$ cat config.mk
export PLATFORM = sky130hd
export DESIGN_NAME = mat_skew_feeder
export DESIGN_NICKNAME = d
export VERILOG_FILES = /design/src/rtl/mat_skew_feeder.sv
export SDC_FILE = /design/constraint.sdc
export NUM_CORES = 1
export LEC_CHECK = 0
export CAP_MARGIN = 20
export CORE_MARGIN = 2
export CORE_UTILIZATION = 55
export DETAILED_ROUTE_END_ITERATION = 7
export PLACE_DENSITY_LB_ADDON = 0.3
export RECOVER_POWER = 50
export SYNTH_ARGS = -nofsm -noshare
export SYNTH_HDL_FRONTEND = slang
export SYNTH_SLANG_ARGS = --single-unit
$ cat constraint.sdc
create_clock -name clk -period 7.7 [get_ports clk]
set_input_delay 1.54 -clock clk [delete_from_list [all_inputs] [get_ports clk]]
set_output_delay 1.54 -clock clk [all_outputs]
set_load 0.02 [all_outputs]
$ cat src/rtl/mat_skew_feeder.sv
// mat_skew_feeder: loads a ROWSxCOLS matrix from a 1-cycle-latency BRAM into a local
// buffer, then streams it one row per lane with a diagonal skew into the systolic array.

module mat_skew_lane #(
  parameter int LANE      = 0,
  parameter int COLS      = 4,
  parameter int WORD_SIZE = 16,
  parameter int TW        = 3
) (
  input  logic [TW-1:0]                 beat,
  input  logic [COLS-1:0][WORD_SIZE-1:0] row_buf,
  output logic [WORD_SIZE-1:0]          data,
  output logic                          valid
);
  localparam int CW = (COLS > 1) ? $clog2(COLS) : 1;

  int            k;
  logic [CW-1:0] kidx;

  // Lane r is r beats behind lane 0, so it shows element t-r of its row.
  always_comb begin
    k     = int'(beat) - LANE;
    kidx  = k[CW-1:0];
    valid = (k >= 0) && (k < COLS);
    data  = valid ? row_buf[kidx] : '0;
  end
endmodule

module mat_skew_feeder #(
  parameter  int ROWS       = 4,
  parameter  int COLS       = 4,
  parameter  int WORD_SIZE  = 16,
  localparam int N          = ROWS * COLS,
  localparam int ADDR_WIDTH = (N > 1) ? $clog2(N) : 1,
  localparam int BEATS      = ROWS + COLS - 1
) (
  input  logic                        clk,
  input  logic                        rst,
  input  logic                        start,
  input  logic                        stall,
  output logic [ADDR_WIDTH-1:0]       mem_addr,
  input  logic [WORD_SIZE-1:0]        mem_rdata,
  output logic [ROWS*WORD_SIZE-1:0]   row_data,
  output logic [ROWS-1:0]             row_valid,
  output logic                        busy,
  output logic                        done
);
  localparam int TW = (BEATS > 1) ? $clog2(BEATS) : 1;

  typedef enum logic [2:0] {S_IDLE, S_LOAD, S_WAIT, S_STREAM, S_DONE} state_t;

  state_t                         state_q, state_d;
  logic [N-1:0][WORD_SIZE-1:0]    buf_q;
  logic                           cap_vld;
  logic [ADDR_WIDTH-1:0]          cap_addr;
  logic [TW-1:0]                  beat_q, beat_sel;
  logic                           last_addr, last_beat, consume, load_beat, hold_beat;
  logic [ROWS-1:0][WORD_SIZE-1:0] lane_data, row_q;
  logic [ROWS-1:0]                lane_vld;

  assign last_addr = (mem_addr == ADDR_WIDTH'(N - 1));
  assign last_beat = (beat_q == TW'(BEATS - 1));
  assign consume   = (state_q == S_STREAM) && !stall;
  assign hold_beat = (state_q == S_STREAM) && stall;
  assign load_beat = (state_q == S_WAIT) || (consume && !last_beat);
  // Lanes always compute the beat that will be shown after the next edge.
  assign beat_sel  = (state_q == S_STREAM) ? beat_q + TW'(1) : '0;

  always_ff @(posedge clk) begin
    if (rst) state_q <= S_IDLE;
    else     state_q <= state_d;
  end

  always_comb begin
    state_d = state_q;
    case (state_q)
      S_IDLE:   if (start) state_d = S_LOAD;
      S_LOAD:   if (last_addr) state_d = S_WAIT;
      S_WAIT:   state_d = S_STREAM;
      S_STREAM: if (consume && last_beat) state_d = S_DONE;
      S_DONE:   state_d = S_IDLE;
      default:  state_d = S_IDLE;
    endcase
  end

  // Address issue; the issued address is remembered so the returning word lands in place.
  always_ff @(posedge clk) begin
    if (rst) begin
      mem_addr <= '0;
      cap_vld  <= 1'b0;
      cap_addr <= '0;
    end else begin
      cap_vld  <= (state_q == S_LOAD);
      cap_addr <= mem_addr;
      if (state_q == S_IDLE && start)
        mem_addr <= '0;
      else if (state_q == S_LOAD && !last_addr)
        mem_addr <= mem_addr + ADDR_WIDTH'(1);
    end
  end

  // Matrix buffer is data-only; a reset simply forces a reload on the next pass.
  always_ff @(posedge clk) begin
    if (cap_vld) buf_q[cap_addr] <= mem_rdata;
  end

  always_ff @(posedge clk) begin
    if (rst)
      beat_q <= '0;
    else if (state_q == S_WAIT)
      beat_q <= '0;
    else if (consume && !last_beat)
      beat_q <= beat_q + TW'(1);
  end

  for (genvar r = 0; r < ROWS; r++) begin : g_lane
    mat_skew_lane #(
      .LANE      (r),
      .COLS      (COLS),
      .WORD_SIZE (WORD_SIZE),
      .TW        (TW)
    ) u_lane (
      .beat    (beat_sel),
      .row_buf (buf_q[r*COLS +: COLS]),
      .data    (lane_data[r]),
      .valid   (lane_vld[r])
    );
  end

  always_ff @(posedge clk) begin
    if (rst) begin
      row_q     <= '0;
      row_valid <= '0;
    end else if (load_beat) begin
      row_q     <= lane_data;
      row_valid <= lane_vld;
    end else if (!hold_beat) begin
      row_q     <= '0;
      row_valid <= '0;
    end
  end

  assign row_data = row_q;
  assign busy     = (state_q != S_IDLE);
  assign done     = (state_q == S_DONE);
endmodule

==> results.cfg <==
[cells_and_area]
area_delta_synth_final_pct = 18.09
drive_gt1_frac = 0.1064
final_util = 0.6609
nets = 943

[global_route]
grt_max_degree = 74
grt_pass1_wl_mm = 40.79
gr-total-overflow = 0
antenna_found_initial = 0
grt_pass1_vias = 7299
grt.total_usage = 0.2242

[synthesis]
synth_fp_nets = 844
synthArstFlopShare = 0
postSynthAreaPerCell_um2 = 15.55
synth-simple-area-share = 0.07001
synth-adder-area-share = 0.008887
synthMuxAreaShare = 0.06794
synth_cells = 815
synth_compound_area_frac = 0.09331
seq_area_frac_synth = 0.7378
synth_xor_area_frac = 0.002765
synthFlopType = edfxtp_1
syn-cell-area_um2 = 12670
synth_top_family_by_area = compound AO/OA/AOI/OAI gates
ys.warnings.count = 0
synth_edf_count = 256
yosysUniqueCellTypes = 48
yosys_register_bits = 339

[floorplanning]
fp-row-count = 55
pin_count = 94
die-area_um2 = 24270
chipWidth_um = 155.8
initial_core_util = 0.5597
core_area_um2 = 22640
die_height_um = 155.8

[setup_path]
cpLargestDelayFamily = buffers and inverters
path_buf_inv = 3
crit_path_cell_trace = dlygate4sd3_1, clkbuf_1, nor3b_2, buf_6, a32o_1
cp_slowest_stage_delay_ps = 1480
cp.depth = 5
path_max_fanout = 35
crit_path_end_kind = flip-flop
slowest_stage = clkbuf_1
crit_type = input port to flip-flop
critPathLaunchType = input port
worstPathRequired_ps = 8080
crit_arrival_ps = 4430
ff2ff_path_depth = 10

[placement]
port_buffers = 93
gp_congestion = 0.7613
hpwl_mm = 14.94

[run_status]
violations = max-capacitance violations, max-slew violations
outcome = finished with violations

[sta]
fin_crit_sh = 0.5250
maxSlewViolCount = 156
rsz0062_at_grt = false
clock.fmax_mhz = 247.4
worstMarginPinSlew_ps = 2091
setup_viol = 0
setup_tns_ps = 0
slew_headroom = -0.3940
skew_ps = 17.43
hold_viol = 0
period_needed_ps = 4043

[detailed_routing]
wl_per_cell_um = 21.98
drt_pre_antenna_iters = 5
final_antenna_net_count = 0
vias = 7310
route.detailed.drc = 0
drtIter0Drc = 612
drt-total-wl_mm = 26.94
detail_route.vias_per_cell = 5.962

[clock_tree]
cts_max_path_buffers = 3
cts_sinks = 339
cts_buffers = 35
cts.htree.levels = 2
cts_resized = 0
cts_root_buf = clkbuf_16
cts-hold-fix-buffers = 0
clock_latency_ps = 500
clk_pin_slew_ps = 60
post_cts_buffers = 0
cts_tree = yes

[power_and_ir_drop]
p_per_area_nw_per_um2 = 250.4
switching_share = 0.2028
p_int_uw = 2987
p_switching_uw = 759.8
power_leakage_uw = 0.004789
ir_worst_vdd_mv = 0.1998
pwr-share-seq = 0.531
clock_power_share = 0.425
p_comb_frac = 0.044

[min_path]
worstHoldPathType = flip-flop to flip-flop
min_path_cells = 2

[job]
drv_cap = 9
Yosys cell counts (all sizes together) (8+ instances only):
master / instances / area share
a32o: 31 / 0.024
ha: 9 / 0.0089
nor2: 20 / 0.0061
dfxtp: 83 / 0.13
a21oi: 8 / 0.0032
clkbuf: 27 / 0.0080
a221oi: 17 / 0.012
mux2i: 32 / 0.025
mux2: 16 / 0.014
nand2b: 8 / 0.0039
o21ai: 34 / 0.013
mux4: 16 / 0.028
a22o: 16 / 0.011
a22oi: 33 / 0.020
buf: 23 / 0.0092
nand2: 93 / 0.028
nand3: 35 / 0.014
edfxtp: 256 / 0.61
final cells by class:
| type | count | area (µm²) |
|---|---|---|
| Clock inverter | 7 | 63.81 |
| Multi-Input combinational cell | 419 | 3085 |
| Sequential cell | 339 | 9350 |
| Tap cell | 285 | 356.6 |
| Antenna cell | 1 | 2.502 |
| Clock buffer | 56 | 1027 |
| Fill cell | 1589 | 7677 |
| Timing Repair Buffer | 112 | 1051 |
| Inverter | 7 | 26.28 |
state kept, by name, indices dropped and copies added (netlist names):
name	cells
buf_q	256
row_data	64
cap_addr	4
mem_addr	4
row_valid	4
beat_q	3
state_q	3
cap_vld	1
through the flow:
step	setup slack, ps	cell area, µm²	instances	total power (µW)	hold WS (ps)
4_1_cts	3762	15010	1223	3772	458.8
5_1_grt	3591	14960	1225	3857	474.6
3_3_place_gp	3901	13920	1160	2191	446.0
3_5_place_dp	3796	13920	1160	2196	446.4
2_1_floorplan	4040	12670	815	2119	497.3
6_report	3657	14960	1226	3746	456.4
cells in the final DEF (no fill, tap or decap), types with 2 or more instances in the layout:
cell / synthesis / layout
dlygate4sd3_1: 0 / 8
clkbuf_16: 0 / 37
buf_6: 1 / 2
buf_4: 1 / 9
a22oi_1: 33 / 33
ha_1: 9 / 9
a221oi_1: 17 / 17
clkbuf_8: 0 / 3
mux2i_1: 32 / 32
nor2_2: 1 / 2
mux4_2: 16 / 16
mux2_2: 16 / 16
dfxtp_1: 83 / 82
o21bai_1: 2 / 2
xor2_1: 3 / 3
nor3_2: 1 / 2
nand3b_1: 5 / 5
nand2_1: 93 / 93
nor2_1: 19 / 18
a22o_1: 16 / 16
nor3_1: 6 / 5
and3_1: 3 / 3
nor3b_1: 2 / 2
edfxtp_1: 256 / 256
clkdlybuf4s50_1: 0 / 85
inv_1: 7 / 7
o21ai_0: 34 / 34
a21o_1: 4 / 4
a21oi_1: 8 / 8
a211oi_1: 3 / 3
o211ai_1: 3 / 3
nor2b_1: 5 / 5
nand3_1: 35 / 35
clkinv_2: 0 / 5
clkbuf_1: 27 / 24
a32o_1: 31 / 31
nand2b_1: 8 / 8
worst min-delay path, cell delays in order, from the launching register on:
cell     delay (ps)
dfxtp_1         310
nand2_1          50
a21oi_1          50
final timing paths:
path | from | endpoint | slack, ps
worst min register to register | row_valid[0]$_SDFFE_PP0P_ | row_valid[0]$_SDFFE_PP0P_ | 460
worst min-delay path | row_valid[0]$_SDFFE_PP0P_ | row_valid[0]$_SDFFE_PP0P_ | 460
worst max-delay path | rst | row_data[33]$_SDFFE_PP0P_ | 3660
worst max register to register | beat_q[0]$_SDFFE_PP0P_ | row_data[33]$_SDFFE_PP0P_ | 4080
routing by layer:
layer	wire, µm	vias to the layer above	track usage
met2	13270	247	0.3765
met5	0	-	0
met4	820	0	0.08737
met3	1576	47	0.03472
li1	-	3370	-
met1	11270	3646	0.2974
cells by family (layout without fill, tap and decap cells):
| logic type | Yosys count | count (layout) |
|---|---|---|
| compound gates | 154 | 154 |
| xor+xnor | 4 | 4 |
| fa+ha+maj | 9 | 9 |
| buf+inv | 57 | 182 |
| flops | 339 | 339 |
| mux | 64 | 64 |
| other cells | 0 | 1 |
| simple gates | 188 | 188 |
power by group through the flow:
stage	sequential [µW]	combinational [µW]	clock (µW)
floorplan	2030	88.3	0
global placement	2030	164	0
detailed placement	2030	167	0
CTS	1990	168	1610
global route	1990	178	1690
finish	1990	165	1590
No activity file was read; power rests on OpenSTA's default activity.
